## src/rtl/csa_cpa_86.sv

```systemverilog
// Chunked carry-propagate adder that resolves the CSA tree's two output vectors.
// Adds CHUNK bits per cycle with a registered carry between chunks.
module csa_cpa_86 #(
  parameter int WIDTH = 86,
  parameter int CHUNK = 22
) (
  input  logic             clk,
  input  logic             rst,
  input  logic             in_valid,
  output logic             in_ready,
  input  logic [WIDTH-1:0] in_a,
  input  logic [WIDTH-1:0] in_b,
  output logic             out_valid,
  input  logic             out_ready,
  output logic [WIDTH-1:0] out_sum,
  output logic             out_cout
);

  localparam int NCHUNK = (WIDTH + CHUNK - 1) / CHUNK;
  localparam int LAST   = WIDTH - (NCHUNK - 1) * CHUNK;
  localparam int CW     = (NCHUNK > 1) ? $clog2(NCHUNK) : 1;

  localparam logic [CW-1:0]    CLAST = CW'(NCHUNK - 1);
  localparam logic [WIDTH:0]   CBIT  = (WIDTH + 1)'(1) << CHUNK;
  localparam logic [WIDTH-1:0] CMASK = WIDTH'(CBIT - 1'b1);

  localparam logic [1:0] IDLE = 2'd0;
  localparam logic [1:0] RUN  = 2'd1;
  localparam logic [1:0] DONE = 2'd2;

  logic [1:0]       state_q, state_d;
  logic [WIDTH-1:0] a_q, a_d;
  logic [WIDTH-1:0] b_q, b_d;
  logic [WIDTH-1:0] res_q, res_d;
  logic [CW-1:0]    cnt_q, cnt_d;
  logic             cy_q, cy_d;
  logic             cout_q, cout_d;

  logic [31:0]      off;
  logic [WIDTH-1:0] a_sh;
  logic [WIDTH-1:0] b_sh;
  logic [CHUNK:0]   sum_w;

  // The top chunk may be narrower than CHUNK; the bits above WIDTH
  // shift in as zero, so its carry-out lands at sum_w[LAST].
  always_comb begin
    off   = 32'(cnt_q) * 32'(CHUNK);
    a_sh  = a_q >> off;
    b_sh  = b_q >> off;
    sum_w = {1'b0, a_sh[CHUNK-1:0]}
          + {1'b0, b_sh[CHUNK-1:0]}
          + (CHUNK + 1)'(cy_q);
  end

  always_comb begin
    state_d = state_q;
    a_d     = a_q;
    b_d     = b_q;
    res_d   = res_q;
    cnt_d   = cnt_q;
    cy_d    = cy_q;
    cout_d  = cout_q;
    unique case (1'b1)
      state_q == IDLE: begin
        if (in_valid) begin
          a_d     = in_a;
          b_d     = in_b;
          cnt_d   = '0;
          cy_d    = 1'b0;
          state_d = RUN;
        end
      end
      state_q == RUN: begin
        res_d = (res_q & ~(CMASK << off))
              | (WIDTH'(sum_w[CHUNK-1:0]) << off);
        cy_d  = sum_w[CHUNK];
        cnt_d = cnt_q + 1'b1;
        if (cnt_q == CLAST) begin
          cout_d  = sum_w[LAST];
          state_d = DONE;
        end
      end
      state_q == DONE: begin
        if (out_ready) state_d = IDLE;
      end
      default: state_d = IDLE;
    endcase
  end

  always_ff @(posedge clk) begin
    if (rst) begin
      state_q <= IDLE;
      a_q     <= '0;
      b_q     <= '0;
      res_q   <= '0;
      cnt_q   <= '0;
      cy_q    <= 1'b0;
      cout_q  <= 1'b0;
    end else begin
      state_q <= state_d;
      a_q     <= a_d;
      b_q     <= b_d;
      res_q   <= res_d;
      cnt_q   <= cnt_d;
      cy_q    <= cy_d;
      cout_q  <= cout_d;
    end
  end

  assign in_ready  = (state_q == IDLE) & ~rst;
  assign out_valid = (state_q == DONE);
  assign out_sum   = res_q;
  assign out_cout  = cout_q;

endmodule
```

## config.mk

```make
export PLATFORM = sky130hd
export DESIGN_NAME = csa_cpa_86
export DESIGN_NICKNAME = d
export VERILOG_FILES = /design/src/rtl/csa_cpa_86.sv
export SDC_FILE = /design/constraint.sdc
export NUM_CORES = 1
export LEC_CHECK = 0
export BUFFER_PORTS_ARGS = -buffer_cell sky130_fd_sc_hd__buf_2
export CAP_MARGIN = 5
export CORE_MARGIN = 10
export CORE_UTILIZATION = 55
export DETAILED_ROUTE_END_ITERATION = 8
export PLACE_DENSITY = 0.83
export SETUP_SLACK_MARGIN = 0.05
export SLEW_MARGIN = 10
export SYNTH_ARGS = -nofsm -noshare
export SYNTH_HDL_FRONTEND = slang
export SYNTH_SLANG_ARGS = --single-unit
export TNS_END_PERCENT = 1
```

## constraint.sdc

```tcl
create_clock -name clk -period 5.9 [get_ports clk]
set_input_delay 1.18 -clock clk [delete_from_list [all_inputs] [get_ports clk]]
set_output_delay 1.18 -clock clk [all_outputs]
set_load 0.02 [all_outputs]
```

==> flow_metrics.tcl, run 1 <==
set metrics [dict create \
    status "finished clean" \
    yosysSeqAreaShare 0.4126 \
    r2r-start "cnt_q[0]$_SDFFE_PP0P_" \
    rsz0062_at_grt "no" \
    fill_cells 1879 \
    synth_common_cells "419 x nand2_1, 264 x dfxtp_1, 227 x a21oi_1" \
    post_cts_resized 0 \
    synthFlopType "dfxtp_1" \
    drc 0 \
    critPathMaxFanout 29 \
    cts_tree "yes" \
    die_h_um 172.6 \
    crit_chain "mux4_2 -> fa_1 -> fa_1 -> a21oi_1 -> o2bb2ai_2 -> o211a_1 -> a2111oi_0 -> a311oi_1 -> a221oi_2 -> a22oi_1 -> nor2_1" \
    syn-cell-area_um2 12810 \
    rr_worst_depth 11 \
    ys_ff_latch 264 \
    startpoint_type "register" \
    netlist_top_cells_area "dfxtp_1 41%, nand2_1 12%, a21oi_1 8.9%" \
    setup-violations-final 0 \
    num_vias 12590 \
    syn_inst 1556 \
    cts.clk_slew.worst_paths_ns 0.06 \
    initialDrtViolationCount 1540 \
    diodes 0 \
    wirelength_um 43610 \
    cts_hold_buf 0 \
    grtUsageTotal 0.2783 \
    cp.required_ns 6.37 \
    tns_ns 0 \
    num_rows 55 \
    yosys_warnings 0 \
    clock_path_buffers 3 \
    ys_types 83 \
    startpoint "cnt_q[0]$_SDFFE_PP0P_" \
    clkLatencyLatePin_ns 0.54 \
    core_um2 22780 \
    p_per_area_nw_per_um2 301.4 \
    grt_pass1_wl_um 68820 \
    syn_nets 1761 \
    start_util 0.5623 \
    r2r-end "out_sum[54]$_SDFFE_PP0P_" \
    avgSynthCellArea_um2 8.232 \
    gp_congestion 0.9807 \
    synth_edf_count 0 \
    p_leak_nw 6.193 \
    htree_levels 1 \
    grt_pass1_vias 12250 \
    grt.overflow.total 0 \
    ir_drop_mv 0.1920 \
    synth_area_leader_cell "dfxtp_1" \
    relSlewSlack 0.1685 \
    worst-path-buf-inv 0 \
    cp_slowest_stage_delay_ns 0.71 \
    report.final.slew_viol_count 0 \
    io_pins 265 \
    cpMostUsedCell "fa_1" \
    ant_nets 0 \
    holdPathEnd "a_q[43]$_SDFFE_PP0P_" \
    path_class "register to register" \
    clock_skew_ns 0.009987 \
    endpoint_kind "register" \
    min_path_type "register to register" \
    drt-wirelength-per-cell_um 21.03 \
    layout-drive-gt1-share 0.2283 \
    die_area_um2 29790 \
    chipWidth_um 172.6 \
    synth.top_cell.area_share 0.4126 \
    max_freq_mhz 209.1 \
    firstDrtPassIters 6 \
    synthToLayoutAreaGrowth_pct 17.93 \
    fin_nets 1947 \
    hold_viol 0 \
    cts-root-buf "clkbuf_16" \
    crit_family "compound AO/OA/AOI/OAI gates" \
    antenna_found_initial 0 \
    period_share 0.8107 \
    cts_buffers 27 \
    arrival_ns 5.26 \
    numClockSinks 264 \
    cap_viol_max_count 0 \
    yosysMostFrequentCell "nand2_1" \
    grt_max_degree 192 \
    slowest_stage "dfxtp_4" \
    r2r_slack_ns 1.12 \
    dpl.hpwl_um 32220 \
    cts_setup_buffers 0 \
    ys_async_sr_fraction 0 \
    period_needed_ns 4.783 \
    hp-start "a_q[43]$_SDFFE_PP0P_" \
    fin_util 0.6632 \
    vias_per_cell 6.072 \
    io_buffers 264 \
    worst_slew_pin_slew_ns 1.234 \
    holdPathStages 2 \
]
power breakdown:
group | total (W) | leakage (nW) | internal [W] | switching, W
Clock | 0.00174 | 0.452 | 0.00102 | 0.000718
Combinational | 0.000873 | 3.58 | 0.000302 | 0.000570
Sequential | 0.00194 | 2.16 | 0.00188 | 0.0000617
Total | 0.00455 | 6.19 | 0.00320 | 0.00135
registers in the layout (all words and copies together) (netlist names):
register	cells
state_q	2
cnt_q	2
out_sum	86
out_cout	1
cy_q	1
b_q	86
a_q	86
tightest hold or removal path, cell delays in order, from the launching register on:
cell and delay [ns]:
dfxtp_1 0.30, nand2_1 0.05, a21oi_1 0.05
logic make-up after synthesis:
logic type	synth area share
buffers and inverters	0.04318
AO/OA/AOI/OAI	0.2282
adder cells (fa/ha/maj)	0.02950
AND/OR/NAND/NOR	0.1963
XOR/XNOR	0.006154
flip-flops	0.4126
multiplexers	0.08401
cell type report:
cell class / instances / area, um2 / share of cell area
clock buffer: 39 / 800.8 / 0.05301
clock inverter: 9 / 100.1 / 0.006626
inverter: 14 / 52.55 / 0.003479
multi-input combinational: 1155 / 6985 / 0.4624
sequential: 264 / 5290 / 0.3502
tap: 313 / 391.6 / 0.02593
timing repair buffer: 280 / 1485 / 0.09832
per-stage QoR:
stage / std cells / total power, W / area (um2) / setup WS [ns] / hold WS, ns
floorplan: 1556 / 0.002527 / 12810 / 0.9645 / 0.4331
global placement: 2026 / 0.002801 / 14200 / 1.406 / 0.4301
detailed placement: 2026 / 0.002821 / 14200 / 1.246 / 0.4369
CTS: 2074 / 0.004527 / 15110 / 1.201 / 0.4511
global route: 2074 / 0.004706 / 15110 / 0.7871 / 0.4675
finish: 2074 / 0.004553 / 15110 / 1.117 / 0.4516
cells in the final DEF, fill, tap and decap left out, types with 6 or more instances in the layout:
master     count
a32oi_1        8
inv_1         13
a222oi_1       7
clkbuf_8       8
a21oi_1      227
nor2_1        85
o21ai_0       37
a31oi_1        6
nor3_1        16
a211oi_1       6
o21ai_1        6
o22ai_1       10
o32ai_1        7
mux2i_1       13
a21o_1        11
nand2b_1      11
dfxtp_1      262
clkbuf_16     27
and3_1        10
xnor2_1        6
or3_1          6
ha_1          27
nand4_1        6
nand3_1       27
mux4_2        41
buf_2        263
nand2_1      418
and2_1         6
a22oi_1       54
buf_4         13
layer usage:
metal  GRT usage  share of wire  vias to the layer above
met5           0              0                        -
met4      0.1145          0.042                        0
met3     0.05380          0.089                      121
met2      0.4520           0.47                      685
met1      0.3557           0.40                     5886
li1            -              -                     5902
how the worst max path moves through the flow:
stage / end / slack [ns] / depth (start not counted)
6_report: out_sum[54]$_SDFFE_PP0P_ / 1.12 / 11
5_1_grt: out_sum[23]$_SDFFE_PP0P_ / 0.79 / 10
4_1_cts: out_sum[54]$_SDFFE_PP0P_ / 1.20 / 11
3_5_place_dp: out_sum[54]$_SDFFE_PP0P_ / 1.25 / 11
3_3_place_gp: out_sum[79]$_SDFFE_PP0P_ / 1.41 / 10
2_1_floorplan: out_sum[84]$_SDFFE_PP0P_ / 0.96 / 15
Power figures use the tool's default switching activity.
==> inputs of run 2 (changes only) <==
--- a/config.mk
+++ b/config.mk
@@ -8,9 +8,9 @@
 export BUFFER_PORTS_ARGS = -buffer_cell sky130_fd_sc_hd__buf_2
 export CAP_MARGIN = 5
 export CORE_MARGIN = 10
-export CORE_UTILIZATION = 55
+export CORE_UTILIZATION = 50
 export DETAILED_ROUTE_END_ITERATION = 8
-export PLACE_DENSITY = 0.83
+export PLACE_DENSITY = 0.8
 export SETUP_SLACK_MARGIN = 0.05
 export SLEW_MARGIN = 10
 export SYNTH_ARGS = -nofsm -noshare
==> constraint.sdc (replaced) <==
create_clock -name clk -period 4.3 [get_ports clk]
set_input_delay 0.86 -clock clk [delete_from_list [all_inputs] [get_ports clk]]
set_output_delay 0.86 -clock clk [all_outputs]
set_load 0.02 [all_outputs]
==> run 2 against run 1 <==
Effect of this change: sequential power rose by 37%; die area rose by 8.8%; worst setup slack got worse by 1.0 ns; maximum frequency rose by 13%; first-iteration DRC count fell by 15%; via count rose by 0.53%; critical endpoint unchanged; highest routed layer unchanged.
==> flow_metrics.tcl, run 2 (synthesis results as in run 1) <==
set metrics [dict create \
    p_leak_nw 6.338 \
    htree_levels 1 \
    start_util 0.5086 \
    num_rows 58 \
    cts-root-buf "clkbuf_16" \
    worst-path-buf-inv 0 \
    initialDrtViolationCount 1312 \
    rsz0062_at_grt "yes" \
    grt_max_degree 151 \
    core_um2 25180 \
    slowest_stage "mux4_2" \
    cp_slowest_stage_delay_ns 0.58 \
    ir_drop_mv 0.2888 \
    ant_nets 0 \
    period_share 0.9834 \
    drc 0 \
    worst_slew_pin_slew_ns 0.9541 \
    grt_pass1_vias 12400 \
    cts_setup_buffers 0 \
    relSlewSlack 0.3572 \
    endpoint_kind "register" \
    gp_congestion 1.004 \
    whs_ns 0.4508 \
    rr_worst_depth 11 \
    finalNonFillerCells 2119 \
    p_clk_frac 0.381 \
    io_pins 265 \
    wirelength_um 43930 \
    dp.cells 2069 \
    holdPathEnd "out_sum[43]$_SDFFE_PP0P_" \
    combPwrFrac 0.200 \
    r2r-end "out_sum[54]$_SDFFE_PP0P_" \
    r2r-start "cnt_q[0]$_SDFFE_PP0P_" \
    fin_nets 1974 \
    cap_viol_max_count 0 \
    io_buffers 264 \
    crit_family "compound AO/OA/AOI/OAI gates" \
    p_int_w 0.004454 \
    numClockSinks 264 \
    power_frac_seq 0.419 \
    drt-wirelength-per-cell_um 20.73 \
    wl_met2_um 20250 \
    critical_path_cell_count 11 \
    cts_tree "yes" \
    grt.overflow.total 0 \
    clkLatencyLatePin_ns 0.54 \
    crit_chain "mux4_2 -> fa_2 -> fa_1 -> a21oi_2 -> a2bb2oi_1 -> a21oi_1 -> o21ai_0 -> nand2_1 -> a221oi_2 -> a22oi_1 -> nor2_1" \
    arrival_ns 4.69 \
    layout_common_cells "418 x nand2_1, 263 x buf_2, 262 x dfxtp_1, 224 x a21oi_1, 85 x nor2_1" \
    fill_cells 2205 \
    layout_setup_ws_ns 0.07141 \
    dpl.hpwl_um 32730 \
    num_vias 12660 \
    switching_power_w 0.001870 \
    diodes 0 \
    layout-drive-gt1-share 0.2432 \
    clock_skew_ns 0.01543 \
    setup-violations-final 0 \
    min_path_type "register to register" \
    tns_ns 0 \
    firstDrtPassIters 6 \
    status "finished clean" \
    met3WireLength_um 3522 \
    max_freq_mhz 236.5 \
    holdPathStages 2 \
    top_layer "met4" \
    pre_cts_ws_ns 0.06254 \
    chipWidth_um 180.1 \
    clock_path_buffers 3 \
    hp-start "out_sum[43]$_SDFFE_PP0P_" \
    startpoint_type "register" \
    vias_per_cell 5.975 \
    grt_pass1_wl_um 68870 \
    cts_buffers 27 \
    report.final.slew_viol_count 0 \
    die_h_um 180.1 \
    wl_met1_um 18110 \
    mostFrequentLayoutCell "nand2_1" \
    period_needed_ns 4.229 \
    synthToLayoutAreaGrowth_pct 20.33 \
    antenna_found_initial 0 \
    cts.clk_slew.worst_paths_ns 0.06 \
    path_class "register to register" \
    cp.required_ns 4.76 \
    hold_viol 0 \
    r2r_slack_ns 0.07 \
    critPathMaxFanout 15 \
    die_area_um2 32420 \
    switching_share 0.2958 \
    grtUsageTotal 0.2560 \
    p_per_area_nw_per_um2 410.3 \
]
==> run 2: cell types whose count changed in the layout (fill, tap and decap cells not counted), moves of 3 or more <==
cell        change
a21oi_1         -3
a21oi_2         +3
buf_12          +3
buf_4          +24
clkbuf_8        -3
clkinv_2        -3
clkinvlp_4      +3
==> run 2: layout make-up <==
class	instances	area (um2)	area share
clock buffer	38	767.0	0.04976
inverter	14	52.55	0.003410
timing repair buffer	307	1725	0.1119
sequential	264	5290	0.3432
multi-input combinational	1155	7015	0.4552
tap	330	412.9	0.02679
clock inverter	11	148.9	0.009661
==> run 2: tightest hold or removal path, stage by stage (launching register included) <==
cell	delay, ns
dfxtp_1	0.32
nand2_1	0.04
o21ai_0	0.05
==> run 2: power groups by stage <==
stage	Clock (W)	Sequential [W]	Combinational (W)
global route	0.00253	0.00266	0.00136
finish	0.00241	0.00265	0.00127
CTS	0.00243	0.00265	0.00124
detailed placement	0	0.00270	0.00123
global placement	0	0.00270	0.00121
floorplan	0	0.00270	0.000773
==> run 2: repair_timing <==
action	4_1_cts	5_1_grt
resized for setup	0	7
endpoints found under the setup margin	0	12
hold buffers	0	0
==> run 2: how the worst max path moves through the flow <==
stage          slack (ns)             startpoint                  endpoint
3_3_place_gp         0.14  cnt_q[0]$_SDFFE_PP0P_  out_sum[54]$_SDFFE_PP0P_
5_1_grt             -0.11  cnt_q[0]$_SDFFE_PP0P_  out_sum[70]$_SDFFE_PP0P_
6_report             0.07  cnt_q[0]$_SDFFE_PP0P_  out_sum[54]$_SDFFE_PP0P_
3_5_place_dp         0.06  cnt_q[0]$_SDFFE_PP0P_  out_sum[54]$_SDFFE_PP0P_
4_1_cts              0.05  cnt_q[0]$_SDFFE_PP0P_  out_sum[54]$_SDFFE_PP0P_
2_1_floorplan        0.07  cnt_q[0]$_SDFFE_PP0P_  out_sum[84]$_SDFFE_PP0P_
==> run 2: metal layers <==
| metal | vias up | global-route usage |
|---|---|---|
| met5 | - | 0 |
| met4 | 0 | 0.1109 |
| met3 | 123 | 0.04518 |
| met2 | 633 | 0.4162 |
| met1 | 5949 | 0.3279 |
| li1 | 5956 | - |
==> run 2: per-stage QoR <==
| step | utilization | power [W] | cell area, um2 |
|---|---|---|---|
| 6_report | 0.6120 | 0.006324 | 15410 |
| 2_1_floorplan | - | 0.003471 | 12830 |
| 5_1_grt | 0.6120 | 0.006551 | 15410 |
| 3_3_place_gp | 0.5744 | 0.003908 | 14470 |
| 3_5_place_dp | 0.5744 | 0.003930 | 14470 |
| 4_1_cts | 0.6108 | 0.006314 | 15380 |
